## config.mk

```make
export PLATFORM = sky130hd
export DESIGN_NAME = instr_realigner
export DESIGN_NICKNAME = d
export VERILOG_FILES = /design/src/rtl/instr_realigner.sv
export SDC_FILE = /design/constraint.sdc
export NUM_CORES = 1
export LEC_CHECK = 0
export CAP_MARGIN = 20
export CORE_AREA = 2 2 119 121
export DETAILED_ROUTE_END_ITERATION = 10
export DIE_AREA = 0 0 121 123
export DONT_BUFFER_PORTS = 1
export GPL_ROUTABILITY_DRIVEN = 0
export PLACE_DENSITY = 0.73
export SLEW_MARGIN = 20
export SYNTH_ARGS = -nofsm -noshare
export SYNTH_HDL_FRONTEND = slang
export SYNTH_SLANG_ARGS = --single-unit
```

## constraint.sdc

```tcl
create_clock -name clk -period 10.1 [get_ports clk]
set_clock_uncertainty 0.05 [all_clocks]
set_input_delay 1.01 -clock clk [delete_from_list [all_inputs] [get_ports clk]]
set_output_delay 1.01 -clock clk [all_outputs]
set_load 0.02 [all_outputs]
```

## src/rtl/instr_realigner.sv

```systemverilog
// Realigns a word-wide instruction fetch stream into 16/32-bit instructions through a 4-halfword FIFO.
// Define REALIGN_RVC_EN to enable compressed instructions; without it every instruction is 32-bit.
module instr_realigner #(
  parameter logic [31:0] RESET_PC = 32'h0000_0000,
  parameter int unsigned BUF_HW   = 4
) (
  input  logic        clk,
  input  logic        reset,
  output logic        imem_req,
  output logic [31:0] imem_addr,
  input  logic        imem_valid,
  input  logic [31:0] imem_rdata,
  input  logic        redirect,
  input  logic [31:0] redirect_pc,
  output logic        out_valid,
  input  logic        out_ready,
  output logic [31:0] out_instr,
  output logic        out_is_compressed,
  output logic [31:0] out_pc
);

`ifdef REALIGN_RVC_EN
  localparam bit RVC_EN = 1'b1;
`else
  localparam bit RVC_EN = 1'b0;
`endif

  typedef enum logic {ALIGNED, SKIP_HALF} state_t;

  localparam state_t      RESET_STATE = (RVC_EN && RESET_PC[1]) ? SKIP_HALF : ALIGNED;
  localparam logic [31:0] RESET_OPC   = RVC_EN ? {RESET_PC[31:1], 1'b0} : {RESET_PC[31:2], 2'b00};

  logic [15:0] hw_q [BUF_HW];
  logic [15:0] hw_d [BUF_HW];
  logic [2:0]  count_q, count_d;
  logic [31:0] fpc_q, opc_q;
  state_t      state_q;
  logic        head_is_c, head_ok, fire_in, skip;
  logic [1:0]  push_n, pop_n, base;
  logic        unused_pc0;

  assign unused_pc0 = redirect_pc[0];

  assign head_is_c = RVC_EN && (hw_q[0][1:0] != 2'b11);
  assign head_ok   = head_is_c ? (count_q >= 3'd1) : (count_q >= 3'd2);
  assign out_valid = !reset && !redirect && head_ok;
  assign imem_req  = !reset && !redirect && (count_q <= 3'd2);
  assign imem_addr = {fpc_q[31:2], 2'b00};

  assign fire_in = imem_req && imem_valid;
  assign skip    = (state_q == SKIP_HALF);
  assign push_n  = !fire_in ? 2'd0 : (skip ? 2'd1 : 2'd2);
  assign pop_n   = !(out_valid && out_ready) ? 2'd0 : (head_is_c ? 2'd1 : 2'd2);
  // Tail slot after this cycle's pop; a push only happens with count<=2, so base+1 never overflows.
  assign base    = count_q[1:0] - pop_n;
  assign count_d = count_q + {1'b0, push_n} - {1'b0, pop_n};

  assign out_is_compressed = out_valid && head_is_c;
  assign out_instr = !out_valid ? '0 :
                     head_is_c  ? {16'h0000, hw_q[0]} : {hw_q[1], hw_q[0]};
  assign out_pc    = opc_q;

  // Head is always slot 0: pop shifts down, push appends after the surviving entries.
  always_comb begin
    hw_d = hw_q;
    case (pop_n)
      2'd1:    hw_d = '{hw_q[1], hw_q[2], hw_q[3], hw_q[3]};
      2'd2:    hw_d = '{hw_q[2], hw_q[3], hw_q[2], hw_q[3]};
      default: hw_d = hw_q;
    endcase
    if (push_n == 2'd1) begin
      hw_d[base] = imem_rdata[31:16];
    end else if (push_n == 2'd2) begin
      hw_d[base]         = imem_rdata[15:0];
      hw_d[base + 2'd1]  = imem_rdata[31:16];
    end
  end

  always_ff @(posedge clk or posedge reset) begin
    if (reset) begin
      hw_q    <= '{default: '0};
      count_q <= '0;
      state_q <= RESET_STATE;
      fpc_q   <= {RESET_PC[31:2], 2'b00};
      opc_q   <= RESET_OPC;
    end else if (redirect) begin
      count_q <= '0;
      state_q <= (RVC_EN && redirect_pc[1]) ? SKIP_HALF : ALIGNED;
      fpc_q   <= {redirect_pc[31:2], 2'b00};
      opc_q   <= RVC_EN ? {redirect_pc[31:1], 1'b0} : {redirect_pc[31:2], 2'b00};
    end else begin
      hw_q    <= hw_d;
      count_q <= count_d;
      opc_q   <= opc_q + {29'd0, pop_n, 1'b0};
      if (fire_in) begin
        fpc_q   <= fpc_q + 32'd4;
        state_q <= ALIGNED;
      end
    end
  end

endmodule
```

# --- Word-level counts from Yosys, hierarchy flattened ---
# Index checks and enable logic that the tools add are counted.
word_totals:
  ff_bits: 132
  input_bits: 69
  output_inout_bits: 99
  word_cells: 56
classes:
  add_sub_neg: 6
  n_lt_le_gt_ge: 6
  eq_ne: 4
  mux: 20
  bitwise: 2
  reduce_logical: 10
ops:
  columns: ["cell", "n"]
  rows:
  - ["64-bit bitwise mux", 3]
  - ["32-bit two-way mux", 4]
  - ["64-bit two-way mux", 2]
  - ["64-bit case mux with 2 select lines", 1]
  - ["16-bit demux with 2-bit select", 2]
  - ["32-bit by 3-bit adder with 32-bit output", 1]
  - ["32-bit by 3-bit adder with 32-bit output, second input constant", 1]
  - ["16-bit two-way mux", 2]
  - ["1-bit logical AND", 7]
  - ["3-bit >= comparator, second input constant", 2]
  - ["3-bit by 1-bit less-than comparator with 1-bit output, second input constant", 2]
  - ["2-bit two-way mux", 3]
  - ["2-bit inverter with 3-bit output", 2]
  - ["2-bit by 1-bit == test with 1-bit output, second input constant", 2]
  - ["2-bit == test, second input constant", 2]
  - ["3-bit by 2-bit adder with 3-bit output", 1]
  - ["3-bit by 2-bit >= comparator with 1-bit output, second input constant", 1]
  - ["3-bit by 2-bit less-or-equal comparator with 1-bit output, second input constant", 1]
  - ["3-bit two-way mux", 1]
  - ["3-bit by 2-bit subtractor with 3-bit output", 1]
  - ["2-bit by 1-bit adder with 2-bit output, second input constant", 1]
  - ["1-bit zero test", 2]
  - ["1-bit two-way mux", 2]
  - ["2-bit nonzero test", 1]
  - ["2-bit subtractor", 1]

# --- Longest topological paths before layout ---
# Gate-level depths: netlist of run 1.
depth:
  word_depth: 15
  mapped_depth: 12

# --- Worst setup path before layout of run 1 ---
# No wires, ideal clock.
synth_path:
  kind: "input to register"
  startpoint: "in redirect"
  endpoint: "reg opc_q[30] (netlist: out_pc[30])"
  setup_ns: 0.125
  arrival_time_ns: 3.478
  required_ns: 9.925
  path_slack_ns: 6.447
  path_stages: 11
  path_buffers: 2
  path_cell_list: "buf_6 > nor3_1 > nand2_1 > inv_2 > buf_4 > ha_1 > nand4_2 > or3_1 > nor4_1 > xor2_1 > mux2_2"
synth_between:
  elab_chain_cells: 7
synth_lines:
  columns: ["element", "line", "rtl"]
  rows:
  - ["from (decl)", "13", "input logic redirect,"]
  - ["1-bit zero test", "46", "assign out_valid = !reset && !redirect && head_ok;"]
  - ["1-bit logical AND (2 in series)", "46", null]
  - ["1-bit logical AND", "53", "assign pop_n = !(out_valid && out_ready) ? 2'd0 : (head_is_c ? 2'd1 : 2'd2);"]
  - ["2-bit two-way mux", "53", null]
  - ["32-bit by 3-bit adder with 32-bit output", "94", "opc_q <= opc_q + {29'd0, pop_n, 1'b0};"]
  - ["32-bit two-way mux (*)", "86", "end else if (redirect) begin"]
  - ["to (signal assigned)", "90", "opc_q <= RVC_EN ? {redirect_pc[31:1], 1'b0} : {redirect_pc[31:2], 2'b00};"]
  - ["to (signal assigned)", "94", null]
  - ["to (decl)", "36", "logic [31:0] fpc_q, opc_q;"]
# Every way passes the cells marked *; elsewhere a longest branch is shown, timed or not.
# A chain may end at the register's enable or synchronous reset.

# --- Worst setup path in the final report of run 1 ---
layout_path:
  startpoint: "in redirect"
  endpoint: "reg hw_q[7] (netlist bit)"
layout_between:
  elab_chain_cells: 15
layout_lines:
  columns: ["element", "line", "rtl"]
  rows:
  - ["1-bit zero test (*)", "46", null]
  - ["1-bit logical AND (*) (2 in series)", "46", null]
  - ["named net out_valid", "15", "output logic out_valid,"]
  - ["1-bit logical AND (*)", "53", null]
  - ["2-bit two-way mux (*)", "53", null]
  - ["2-bit subtractor (*)", "55", "assign base = count_q[1:0] - pop_n;"]
  - ["2-bit by 1-bit adder with 2-bit output or 2-bit inverter with 3-bit output (tied branches)", "75, 72, 74", null]
  - ["2-bit inverter with 3-bit output (not written as such), or another cell as far along", "75", "hw_d[base + 2'd1] = imem_rdata[31:16];"]
  - ["3-bit >= comparator (not written as such), or another cell as far along", "75", null]
  - ["1-bit logical AND (not written as such) or 16-bit two-way mux (tied branches)", "75, 72, 74", null]
  - ["16-bit two-way mux (not written as such) or 16-bit demux with 2-bit select (tied branches)", "75, 72, 74", null]
  - ["16-bit demux with 2-bit select or 64-bit bitwise mux (tied branches)", "75, 74", null]
  - ["64-bit bitwise mux", "75", null]
  - ["64-bit two-way mux", "73", "end else if (push_n == 2'd2) begin"]
  - ["64-bit two-way mux (*)", "71", "if (push_n == 2'd1) begin"]
  - ["to (signal assigned)", "92", "hw_q <= hw_d;"]
  - ["to (decl)", "33", "logic [15:0] hw_q [BUF_HW];"]
# Mark *: on every way through the listed nets, which the timed path passes. The rest lies on a longest branch.

==> impl_metrics.env, run 1 <==
export IMPL_mostFrequentLayoutCell="sky130_fd_sc_hd__dfrtp_1"
export IMPL_pin_count_of_the_biggest_net_entering_global_routing=68
export IMPL_postRouteWirelength_um=15600
export IMPL_antenna_found_initial=0
export IMPL_cts_sink_count=126
export IMPL_setup_tns_final_ns=0
export IMPL_drive_gt1_frac=0.138
export IMPL_final_cell_mix="sky130_fd_sc_hd__dfrtp_1, sky130_fd_sc_hd__nand2_1, sky130_fd_sc_hd__o21ai_0"
export IMPL_power_per_cell_area_mw_per_mm2=225
export IMPL_ios=168
export IMPL_initialDrtViolationCount=330
export IMPL_synth_ff_latch_count=126
export IMPL_worst_slack_ns=6.63
export IMPL_synth_distinct_cells=49
export IMPL_cp_top_family="simple AND/OR/NAND/NOR gates"
export IMPL_critical_path_endpoint_type="flip-flop"
export IMPL_synth_area_per_cell_um2=10.0
export IMPL_floorplan_initialDensity=0.477
export IMPL_synth_seq_area_share=0.485
export IMPL_max_stage_delay_ns=0.77
export IMPL_yosys_top_cells_area="sky130_fd_sc_hd__dfrtp_1, sky130_fd_sc_hd__o21ai_0, sky130_fd_sc_hd__mux2_2"
export IMPL_post_drt_via_cell_ratio=5.75
export IMPL_timing_worst_slew_pin_value_ns=1.01
export IMPL_finalSetupViolCount=0
export IMPL_h_tree_depth=4
export IMPL_cp_data_required_time_ns=10.30
export IMPL_design_die_area_mm2=0.0149
export IMPL_wire_per_inst_um=18.8
export IMPL_grt_first_pass_wirelength_um=24800
export IMPL_post_synthesis_cell_area_mm2=0.00650
export IMPL_timing_max_cap_violations=0
export IMPL_ordered_cell_list_for_the_critical_path="nor3_2 > buf_4 > nand2_1 > ha_1 > ha_1 > nand2b_1 > o21ai_0"
export IMPL_cp_num_buf_inv=1
export IMPL_cts_hold_fix_bufs=0
export IMPL_cts_repair_resized=0
export IMPL_hold_path_class="flip-flop to flip-flop"
export IMPL_grt_setup_unrepaired="no"
export IMPL_root_buffer="sky130_fd_sc_hd__clkbuf_16"
export IMPL_critPathKind="primary input to flip-flop"
export IMPL_max_clock_freq_mhz=289
export IMPL_layout_worst_path_cycle_share=0.343
export IMPL_yosys_warnings=0
export IMPL_grt_use_total=0.213
export IMPL_slew_limit_headroom=0.324
export IMPL_dieHeight_um=123
export IMPL_asyncSetResetFlopFracSynth=1.00
export IMPL_detail_route_drc_violations=0
export IMPL_finish_net_count=711
export IMPL_vdd_ir_drop_max_v=0.000156
export IMPL_run_status="finished clean"
export IMPL_power_leakage_nw=2.87
export IMPL_critical_path_top_cell_by_count="sky130_fd_sc_hd__ha_1"
export IMPL_grt_pass1_vias=4834
export IMPL_grt_overflow_total=0
export IMPL_period_minus_slack_ns=3.47
export IMPL_synth_enable_flop_cells=0
export IMPL_report_final_hold_viol_count=0
export IMPL_max_clock_path_buffers=2
export IMPL_fin_cells=830
export IMPL_critical_path_arrival_ns=3.66
export IMPL_clock_insertion_delay_worst_skew_ns=0.41
export IMPL_maxSlewViolCount=0
export IMPL_detail_route_first_pass_iterations=5
export IMPL_diodes=0
export IMPL_clk_pin_slew_ns=0.05
export IMPL_dp_final_hpwl_um=10800
export IMPL_dr_total_vias=4776
export IMPL_yosysTopAreaCellShare=0.485
export IMPL_postSynth_topFlopCell="sky130_fd_sc_hd__dfrtp_1"
export IMPL_numPortBuffers=0
export IMPL_numPlacedInstances=798
export IMPL_placement_setup_worst_slack_ns=6.16
export IMPL_area_delta_synth_final_pct=10.0
export IMPL_synth_top_cell_by_area="sky130_fd_sc_hd__dfrtp_1"
export IMPL_tritoncts="yes"
export IMPL_worst_setup_path_start_kind="primary input"
export IMPL_floorplan_core_area_mm2=0.0136
export IMPL_fp_row_count=43
export IMPL_count_of_antenna_violating_nets_left_after_detailed_routing=0
export IMPL_cts_setup_buffers=0
export IMPL_timing_critical_path_slowest_stage_cell="sky130_fd_sc_hd__nand2b_1"
export IMPL_number_of_instances_in_the_synthesized_netlist=649
export IMPL_die_width_um=121
export IMPL_fillers=1193
export IMPL_critical_path_max_fanout=46
export IMPL_numCtsBuffers=17
## per-stage QoR
| step | hold WS (ns) | util | cell area [µm²] | power [mW] |
|---|---|---|---|---|
| detailed placement | 0.422 | 0.482 | 6560 | 1.02 |
| finish | 0.432 | 0.525 | 7150 | 1.61 |
| floorplan | 0.400 | - | 6510 | 0.957 |
| CTS | 0.434 | 0.525 | 7140 | 1.62 |
| global placement | 0.411 | 0.482 | 6560 | 0.999 |
| global route | 0.450 | 0.525 | 7150 | 1.70 |
## layout make-up
cell class                 count  area [µm²]  share of cell area
tap                          180         225              0.0315
clock inverter                14         143              0.0199
sequential                   126        3150               0.441
multi-input combinational    477        3120               0.436
timing repair buffer           4        30.0             0.00420
clock buffer                  18         439              0.0614
inverter                      11        43.8             0.00612
## layer usage
| layer | global-route usage | share of wire | vias to the layer above |
|---|---|---|---|
| met4 | 0.0821 | 0.023 | 0 |
| met1 | 0.243 | 0.39 | 2331 |
| met2 | 0.353 | 0.48 | 199 |
| met3 | 0.0946 | 0.10 | 27 |
| met5 | 0 | 0 | - |
| li1 | - | - | 2219 |
## state kept, by name, summed over array words and instances (netlist names)
signal,flops
out_pc,30
count_q,2
hw_q,64
fpc_q,30
## cells by family after synthesis
| kind of cell | synth area share |
|---|---|
| and+or+nand+nor | 0.209 |
| other | 0.000577 |
| AOI/OAI and AO/OA | 0.0934 |
| buffers and inverters | 0.0408 |
| muxes | 0.105 |
| DFF | 0.485 |
| adders and majority gates | 0.0108 |
| xor gates and xnor gates | 0.0553 |
## synthesized netlist by cell type, drive strengths merged (5+ instances only)
master / number
nor3: 13
mux2: 32
buf: 19
nor4: 10
nand3: 27
nor2: 22
a21oi: 7
and3: 5
and2: 36
nand4: 16
o311ai: 5
xnor2: 27
xor2: 14
o21ai: 75
inv: 11
nand2b: 18
mux2i: 32
clkbuf: 20
dfrtp: 126
nand2: 93
o211ai: 8
## worst min-delay path, delay by kind of cell, from the launching register on
family / cells / cell delay (ns)
compound gates: 1 / 0.06
flops: 1 / 0.34
simple gates: 1 / 0.05
## power by group
group | internal (mW) | switching, mW | leakage [nW]
registers | 0.632 | 0.124 | 1.57
logic | 0.117 | 0.139 | 1.02
clock network | 0.369 | 0.228 | 0.282
## path summary, 6_finish.rpt
check,start,end,slack (ns),cells past startpoint
worst min-delay path,hw_q[6]$_DFFE_PP0P_,hw_q[6]$_DFFE_PP0P_,0.43,2
worst min register to register,hw_q[6]$_DFFE_PP0P_,hw_q[6]$_DFFE_PP0P_,0.43,2
worst max register to register,count_q[2]$_DFF_PP0_,hw_q[7]$_DFFE_PP0P_,6.76,8
min in group asynchronous,reset,hw_q[16]$_DFFE_PP0P_,0.56,1
max in group asynchronous,reset,fpc_q[15]$_DFFE_PP0P_,8.15,2
worst max-delay path,redirect,hw_q[7]$_DFFE_PP0P_,6.63,7
Note: power is estimated with default switching activity, not from simulation.
==> run 2: changes to the inputs <==
--- a/config.mk
+++ b/config.mk
@@ -5,10 +5,11 @@
 export SDC_FILE = /design/constraint.sdc
 export NUM_CORES = 1
 export LEC_CHECK = 0
+export ABC_AREA = 1
 export CAP_MARGIN = 20
-export CORE_AREA = 2 2 119 121
+export CORE_AREA = 2 2 125 127
 export DETAILED_ROUTE_END_ITERATION = 10
-export DIE_AREA = 0 0 121 123
+export DIE_AREA = 0 0 127 129
 export DONT_BUFFER_PORTS = 1
 export GPL_ROUTABILITY_DRIVEN = 0
 export PLACE_DENSITY = 0.73
==> constraint.sdc (replaced) <==
create_clock -name clk -period 3.6 [get_ports clk]
set_clock_uncertainty 0.05 [all_clocks]
set_input_delay 0.36 -clock clk [delete_from_list [all_inputs] [get_ports clk]]
set_output_delay 0.36 -clock clk [all_outputs]
set_load 0.02 [all_outputs]
==> run 2 against run 1 <==
Net effect: register-to-register slack worse by 5.8 ns; clock power rose to 3.0 times the previous value; highest routed layer unchanged; combinational power rose to 4.2 times the previous value; sequential cell count unchanged; wire length up 31%; die area up 10%.
==> impl_metrics.env, run 2 <==
export IMPL_tritoncts="yes"
export IMPL_layout_worst_path_cycle_share=0.740
export IMPL_number_of_flip_flops_in_the_largest_register=64
export IMPL_synth_common_cells="sky130_fd_sc_hd__nand2_1, sky130_fd_sc_hd__inv_1, sky130_fd_sc_hd__nor2_1, sky130_fd_sc_hd__dfrtp_1, sky130_fd_sc_hd__o21ai_0"
export IMPL_count_of_antenna_violating_nets_left_after_detailed_routing=0
export IMPL_synth_ff_latch_count=126
export IMPL_yosys_top_cells_area="sky130_fd_sc_hd__dfrtp_1, sky130_fd_sc_hd__nand2_1, sky130_fd_sc_hd__inv_1"
export IMPL_antenna_found_initial=0
export IMPL_cts_setup_buffers=0
export IMPL_report_final_hold_viol_count=0
export IMPL_hold_path_class="primary input to flip-flop"
export IMPL_synth_area_per_cell_um2=6.91
export IMPL_post_synthesis_cell_area_mm2=0.00728
export IMPL_drive_gt1_frac=0.0499
export IMPL_most_numerous_cell_in_the_yosys_netlist="sky130_fd_sc_hd__nand2_1"
export IMPL_floorplan_core_area_mm2=0.0150
export IMPL_dr_total_vias=6698
export IMPL_h_tree_depth=4
export IMPL_finalCoreUtilization=0.539
export IMPL_clk_pin_slew_ns=0.06
export IMPL_timing_worst_slew_pin_value_ns=0.921
export IMPL_root_buffer="sky130_fd_sc_hd__clkbuf_16"
export IMPL_floorplan_initialDensity=0.486
export IMPL_timing_max_cap_violations=0
export IMPL_synth_seq_area_share=0.433
export IMPL_synth_top_cell_by_area="sky130_fd_sc_hd__dfrtp_1"
export IMPL_fp_row_count=45
export IMPL_grt_use_total=0.258
export IMPL_numPlacedInstances=1213
export IMPL_power_leakage_nw=4.00
export IMPL_postPlaceCellArea_mm2=0.00740
export IMPL_power_per_cell_area_mw_per_mm2=620
export IMPL_postRouteWirelength_um=20500
export IMPL_pin_count_of_the_biggest_net_entering_global_routing=66
export IMPL_final_area_mm2=0.00808
export IMPL_critical_path_arrival_ns=2.88
export IMPL_detail_route_drc_violations=0
export IMPL_synth_distinct_cells=36
export IMPL_wire_per_inst_um=16.4
export IMPL_numPortBuffers=0
export IMPL_slew_limit_headroom=0.385
export IMPL_largest_register="hw_q"
export IMPL_vdd_ir_drop_max_v=0.000488
export IMPL_mostFrequentLayoutCell="sky130_fd_sc_hd__nand2_1"
export IMPL_grt_first_pass_wirelength_um=33200
export IMPL_maxSlewViolCount=0
export IMPL_design_die_area_mm2=0.0164
export IMPL_critical_path_max_fanout=14
export IMPL_dp_final_hpwl_um=14600
export IMPL_grt_setup_unrepaired="no"
export IMPL_period_minus_slack_ns=2.66
export IMPL_finalSetupViolCount=0
export IMPL_postSynth_topFlopCell="sky130_fd_sc_hd__dfrtp_1"
export IMPL_final_cell_mix="sky130_fd_sc_hd__nand2_1, sky130_fd_sc_hd__inv_1, sky130_fd_sc_hd__nor2_1"
export IMPL_worst_setup_path_start_kind="flip-flop"
export IMPL_diodes=0
export IMPL_area_delta_synth_final_pct=10.9
export IMPL_finish_net_count=1124
export IMPL_grt_pass1_vias=6356
export IMPL_grt_overflow_total=0
export IMPL_critPathKind="flip-flop to flip-flop"
export IMPL_numCtsBuffers=17
export IMPL_critical_path_endpoint_type="flip-flop"
export IMPL_post_drt_via_cell_ratio=5.35
export IMPL_synth_enable_flop_cells=0
export IMPL_max_clock_freq_mhz=376
export IMPL_setup_tns_final_ns=0
export IMPL_initialDrtViolationCount=557
export IMPL_die_width_um=127
export IMPL_fin_cells=1251
export IMPL_asyncSetResetFlopFracSynth=1.00
export IMPL_run_status="finished clean"
export IMPL_cp_data_required_time_ns=3.81
export IMPL_ios=168
export IMPL_detail_route_first_pass_iterations=5
export IMPL_dieHeight_um=129
export IMPL_clock_insertion_delay_worst_skew_ns=0.42
export IMPL_holdWs_ns=0.0133
export IMPL_cts_sink_count=126
export IMPL_max_clock_path_buffers=2
export IMPL_yosysTopAreaCellShare=0.433
export IMPL_number_of_instances_in_the_synthesized_netlist=1054
export IMPL_yosys_warnings=0
==> run 2: cell count changes after synthesis, moves of 25 or more <==
cell,before,now
sky130_fd_sc_hd__mux2_2,32,0
sky130_fd_sc_hd__inv_1,9,137
sky130_fd_sc_hd__nand2_1,93,360
sky130_fd_sc_hd__and2_1,36,0
sky130_fd_sc_hd__o211ai_1,8,33
sky130_fd_sc_hd__nor2_1,20,134
sky130_fd_sc_hd__mux2i_1,32,0
sky130_fd_sc_hd__nand3_1,27,60
==> run 2: worst paths after layout <==
check                                      from                   end  slack [ns]  depth (start not counted)
max reg2reg                count_q[2]$_DFF_PP0_  out_pc[30]$_DFF_PP0_        0.94                         14
min                               imem_rdata[4]  hw_q[20]$_DFFE_PP0P_        0.01                          2
max                        count_q[2]$_DFF_PP0_  out_pc[30]$_DFF_PP0_        0.94                         14
min reg2reg                hw_q[25]$_DFFE_PP0P_  hw_q[25]$_DFFE_PP0P_        0.45                          2
max in group asynchronous                 reset  out_pc[30]$_DFF_PP0_        2.10                          3
min in group asynchronous                 reset   out_pc[2]$_DFF_PP0_        0.58                          2
==> run 2: cell families (layout without fill, tap and decap cells) <==
group,Yosys count,in the layout,synth area share
flops,126,126,0.433
xor+xnor,14,14,0.0168
buf+inv,183,188,0.102
other cells,1,5,0.000515
fa+ha+maj,5,5,0.00962
compound gates,144,144,0.114
simple gates,581,581,0.324
==> run 2: report_power, final <==
group	total [mW]	switching, mW	leakage (nW)	internal, mW
Combinational	1.07	0.695	2.17	0.375
Clock	1.78	0.653	0.297	1.13
Sequential	2.15	0.352	1.53	1.80
Total	5.01	1.70	4.00	3.31
==> run 2: worst max-delay path, stage by stage (launching register included) <==
cell	delay (ns)
sky130_fd_sc_hd__dfrtp_1	0.41
sky130_fd_sc_hd__inv_1	0.06
sky130_fd_sc_hd__nand2_1	0.11
sky130_fd_sc_hd__nand3_2	0.27
sky130_fd_sc_hd__inv_2	0.13
sky130_fd_sc_hd__ha_1	0.17
sky130_fd_sc_hd__nand2_1	0.13
sky130_fd_sc_hd__nor2_1	0.49
sky130_fd_sc_hd__inv_1	0.08
sky130_fd_sc_hd__nor2_1	0.24
sky130_fd_sc_hd__nand2_1	0.09
sky130_fd_sc_hd__nand2_1	0.06
sky130_fd_sc_hd__nand2_1	0.05
sky130_fd_sc_hd__nand2_1	0.05
sky130_fd_sc_hd__o21ai_0	0.11
==> run 2: routing by layer <==
layer / vias to the layer above / track usage / routed length [µm] / part of all wire
met5: - / 0 / 0 / 0
met4: 0 / 0.106 / 629 / 0.031
met3: 36 / 0.0894 / 2040 / 0.10
met2: 296 / 0.403 / 9300 / 0.45
met1: 3084 / 0.332 / 8530 / 0.42
li1: 3282 / - / - / -
==> run 2: metrics by stage <==
stage | total power [mW] | setup slack [ns]
after floorplan | 2.98 | 1.27
after global placement | 3.19 | 0.996
after detailed placement | 3.23 | 0.975
after CTS | 5.04 | 0.960
after global routing | 5.33 | 0.674
final | 5.01 | 0.937
==> run 2: final cells by class <==
class,count,area (µm²)
Clock inverter,12,159
Inverter,141,533
Timing Repair Buffer,15,140
Fill cell,1434,6900
Sequential cell,126,3150
Multi-Input combinational cell,749,3400
Clock buffer,20,457
Tap cell,188,235
==> run 2: what timing repair did <==
item	4_1_cts	5_1_grt
hold buffers	6	0
endpoints found under the hold margin	44	0
resized for setup	0	0
==> run 3: changes to the inputs <==
--- a/config.mk
+++ b/config.mk
@@ -5,11 +5,11 @@
 export SDC_FILE = /design/constraint.sdc
 export NUM_CORES = 1
 export LEC_CHECK = 0
-export ABC_AREA = 1
+export ABC_AREA = 0
 export CAP_MARGIN = 20
-export CORE_AREA = 2 2 125 127
+export CORE_AREA = 2 2 119 121
 export DETAILED_ROUTE_END_ITERATION = 10
-export DIE_AREA = 0 0 127 129
+export DIE_AREA = 0 0 121 123
 export DONT_BUFFER_PORTS = 1
 export GPL_ROUTABILITY_DRIVEN = 0
 export PLACE_DENSITY = 0.73
==> constraint.sdc (replaced) <==
create_clock -name clk -period 2.8 [get_ports clk]
set_clock_uncertainty 0.05 [all_clocks]
set_input_delay 0.28 -clock clk [delete_from_list [all_inputs] [get_ports clk]]
set_output_delay 0.28 -clock clk [all_outputs]
set_load 0.02 [all_outputs]
==> run 3 against run 2 <==
Net effect: cell count shrank 28%; design area shrank 2.1%; first-iteration DRC count shrank 56%; wire length shrank 16%; worst setup slack lost 0.80 ns; global-route usage shrank 2.7 points; critical path type unchanged; total power grew 20%; sequential power grew 27%; combinational power is essentially flat; maximum frequency is essentially flat; hold slack lost 0.0089 ns; sequential cell count is the same.
==> impl_metrics.env, run 3 (same netlist as run 1, synthesis figures left out) <==
export IMPL_power_leakage_nw=3.20
export IMPL_fillers=1124
export IMPL_max_stage_delay_ns=0.50
export IMPL_post_drt_via_cell_ratio=5.71
export IMPL_number_of_flip_flops_in_the_largest_register=64
export IMPL_count_of_antenna_violating_nets_left_after_detailed_routing=0
export IMPL_startpoint_of_the_worst_slack_reg_to_reg_timing_path="count_q[2]$_DFF_PP0_"
export IMPL_dp_final_hpwl_um=11400
export IMPL_floorplan_initialDensity=0.477
export IMPL_critical_path_max_fanout=6
export IMPL_slew_limit_headroom=0.518
export IMPL_numPortBuffers=0
export IMPL_largest_register="hw_q"
export IMPL_holdCritStartpoint="imem_rdata[29]"
export IMPL_fp_row_count=43
export IMPL_r2r_setup_slack_ns=0.14
export IMPL_diodes=0
export IMPL_clock_insertion_delay_worst_skew_ns=0.42
export IMPL_period_minus_slack_ns=2.66
export IMPL_route_top_layer_used="met4"
export IMPL_root_buffer="sky130_fd_sc_hd__clkbuf_16"
export IMPL_finalCoreUtilization=0.581
export IMPL_grt_use_total=0.231
export IMPL_detail_route_first_pass_iterations=5
export IMPL_floorplan_core_area_mm2=0.0136
export IMPL_ios=168
export IMPL_critical_path_endpoint_type="flip-flop"
export IMPL_postRouteWirelength_um=17200
export IMPL_design_die_area_mm2=0.0149
export IMPL_cp_startpoint="count_q[2]$_DFF_PP0_"
export IMPL_dieHeight_um=123
export IMPL_worst_r2r_path_depth=10
export IMPL_layout_worst_path_cycle_share=0.950
export IMPL_max_clock_path_buffers=2
export IMPL_holdWs_ns=0.00450
export IMPL_pin_count_of_the_biggest_net_entering_global_routing=65
export IMPL_grt_first_pass_wirelength_um=26600
export IMPL_timing_critical_path_slowest_stage_cell="sky130_fd_sc_hd__or3_1"
export IMPL_timing_max_cap_violations=0
export IMPL_finish_net_count=786
export IMPL_met1Wirelength_um=7060
export IMPL_numCtsBuffers=17
export IMPL_drive_gt1_frac=0.141
export IMPL_clk_pin_slew_ns=0.06
export IMPL_detail_route_drc_violations=0
export IMPL_area_delta_synth_final_pct=21.7
export IMPL_finalSetupViolCount=0
export IMPL_crit_end="out_pc[30]$_DFF_PP0_"
export IMPL_worst_setup_path_start_kind="flip-flop"
export IMPL_vdd_ir_drop_max_v=0.000531
export IMPL_timing_worst_slew_pin_value_ns=0.717
export IMPL_tritoncts="yes"
export IMPL_dr_total_vias=5172
export IMPL_critical_path_reg2reg_endpoint="out_pc[30]$_DFF_PP0_"
export IMPL_ordered_cell_list_for_the_critical_path="nor2_1 > nor3_4 > nand2_1 > inv_2 > ha_1 > nand4_2 > or3_1 > nor4_1 > xor2_1 > mux2_2"
export IMPL_initialDrtViolationCount=243
export IMPL_routed_wl_met3_um=1330
export IMPL_cp_data_required_time_ns=3.05
export IMPL_grt_pass1_vias=5196
export IMPL_final_cell_mix="sky130_fd_sc_hd__dfrtp_1, sky130_fd_sc_hd__nand2_1, sky130_fd_sc_hd__o21ai_0"
export IMPL_grt_overflow_total=0
export IMPL_run_status="finished clean"
export IMPL_critical_path_arrival_ns=2.91
export IMPL_met2_wire_length_um=8430
export IMPL_max_clock_freq_mhz=376
export IMPL_antenna_found_initial=0
export IMPL_cts_sink_count=126
export IMPL_critPathKind="flip-flop to flip-flop"
export IMPL_power_per_cell_area_mw_per_mm2=759
export IMPL_mostFrequentLayoutCell="sky130_fd_sc_hd__dfrtp_1"
export IMPL_die_width_um=121
export IMPL_maxSlewViolCount=0
export IMPL_wire_per_inst_um=19.0
export IMPL_h_tree_depth=4
export IMPL_hold_path_class="primary input to flip-flop"
export IMPL_report_final_hold_viol_count=0
export IMPL_grt_setup_unrepaired="yes"
export IMPL_total_power_mw=6.01
==> run 3: worst min-delay path by stage <==
stage,end,slack [ns],cells after the start
after floorplan,hw_q[32]$_DFFE_PP0N_,0.35,2
after global placement,hw_q[49]$_DFFE_PP0N_,0.22,1
after detailed placement,hw_q[51]$_DFFE_PP0N_,0.24,1
after CTS,out_pc[3]$_DFF_PP0_,0.0009,2
after global routing,hw_q[13]$_DFFE_PP0P_,0.02,2
final,hw_q[13]$_DFFE_PP0P_,0.004,2
==> run 3: metrics by stage <==
step	setup TNS [ns]	cells	cell area [µm²]	setup WS, ns
CTS	0	905	7900	0.0847
finish	0	905	7910	0.139
global placement	0	810	6670	0.243
floorplan	0	653	6520	0.0168
detailed placement	0	810	6670	0.113
global route	-0.131	905	7910	-0.0660
==> run 3: worst max-delay path: cells and delay by family (launching register included) <==
kind | cells | cell delay, ns
DFF | 1 | 0.42
and+or+nand+nor | 6 | 1.39
xor gates and xnor gates | 1 | 0.11
muxes | 1 | 0.27
buffers and inverters | 1 | 0.07
adders and majority gates | 1 | 0.22
==> run 3: routing by layer <==
metal  up-vias  GRT usage
li1       2360          -
met1      2595      0.277
met2       187      0.383
met3        30     0.0816
met4         0     0.0908
met5         -          0
==> run 3: final cells by class <==
class	count	area, µm²	share of cell area
clock buffer	22	474	0.0599
clock inverter	10	111	0.0141
inverter	11	45.0	0.00569
multi-input combinational	477	3130	0.396
sequential	126	3150	0.399
tap	180	225	0.0285
timing repair buffer	79	773	0.0977
==> run 3: report_power, final <==
part / internal, mW / switching, mW
clock network: 1.38 / 0.821
registers: 2.28 / 0.460
logic: 0.503 / 0.567
total: 4.16 / 1.85
==> run 3: timing repair <==
| action | in CTS | in global routing |
|---|---|---|
| setup endpoints to repair | 0 | 3 |
| hold buffers | 63 | 0 |
| resized for setup | 0 | 2 |
| hold endpoints to repair | 143 | 0 |
| buffers inserted | 0 | 0 |
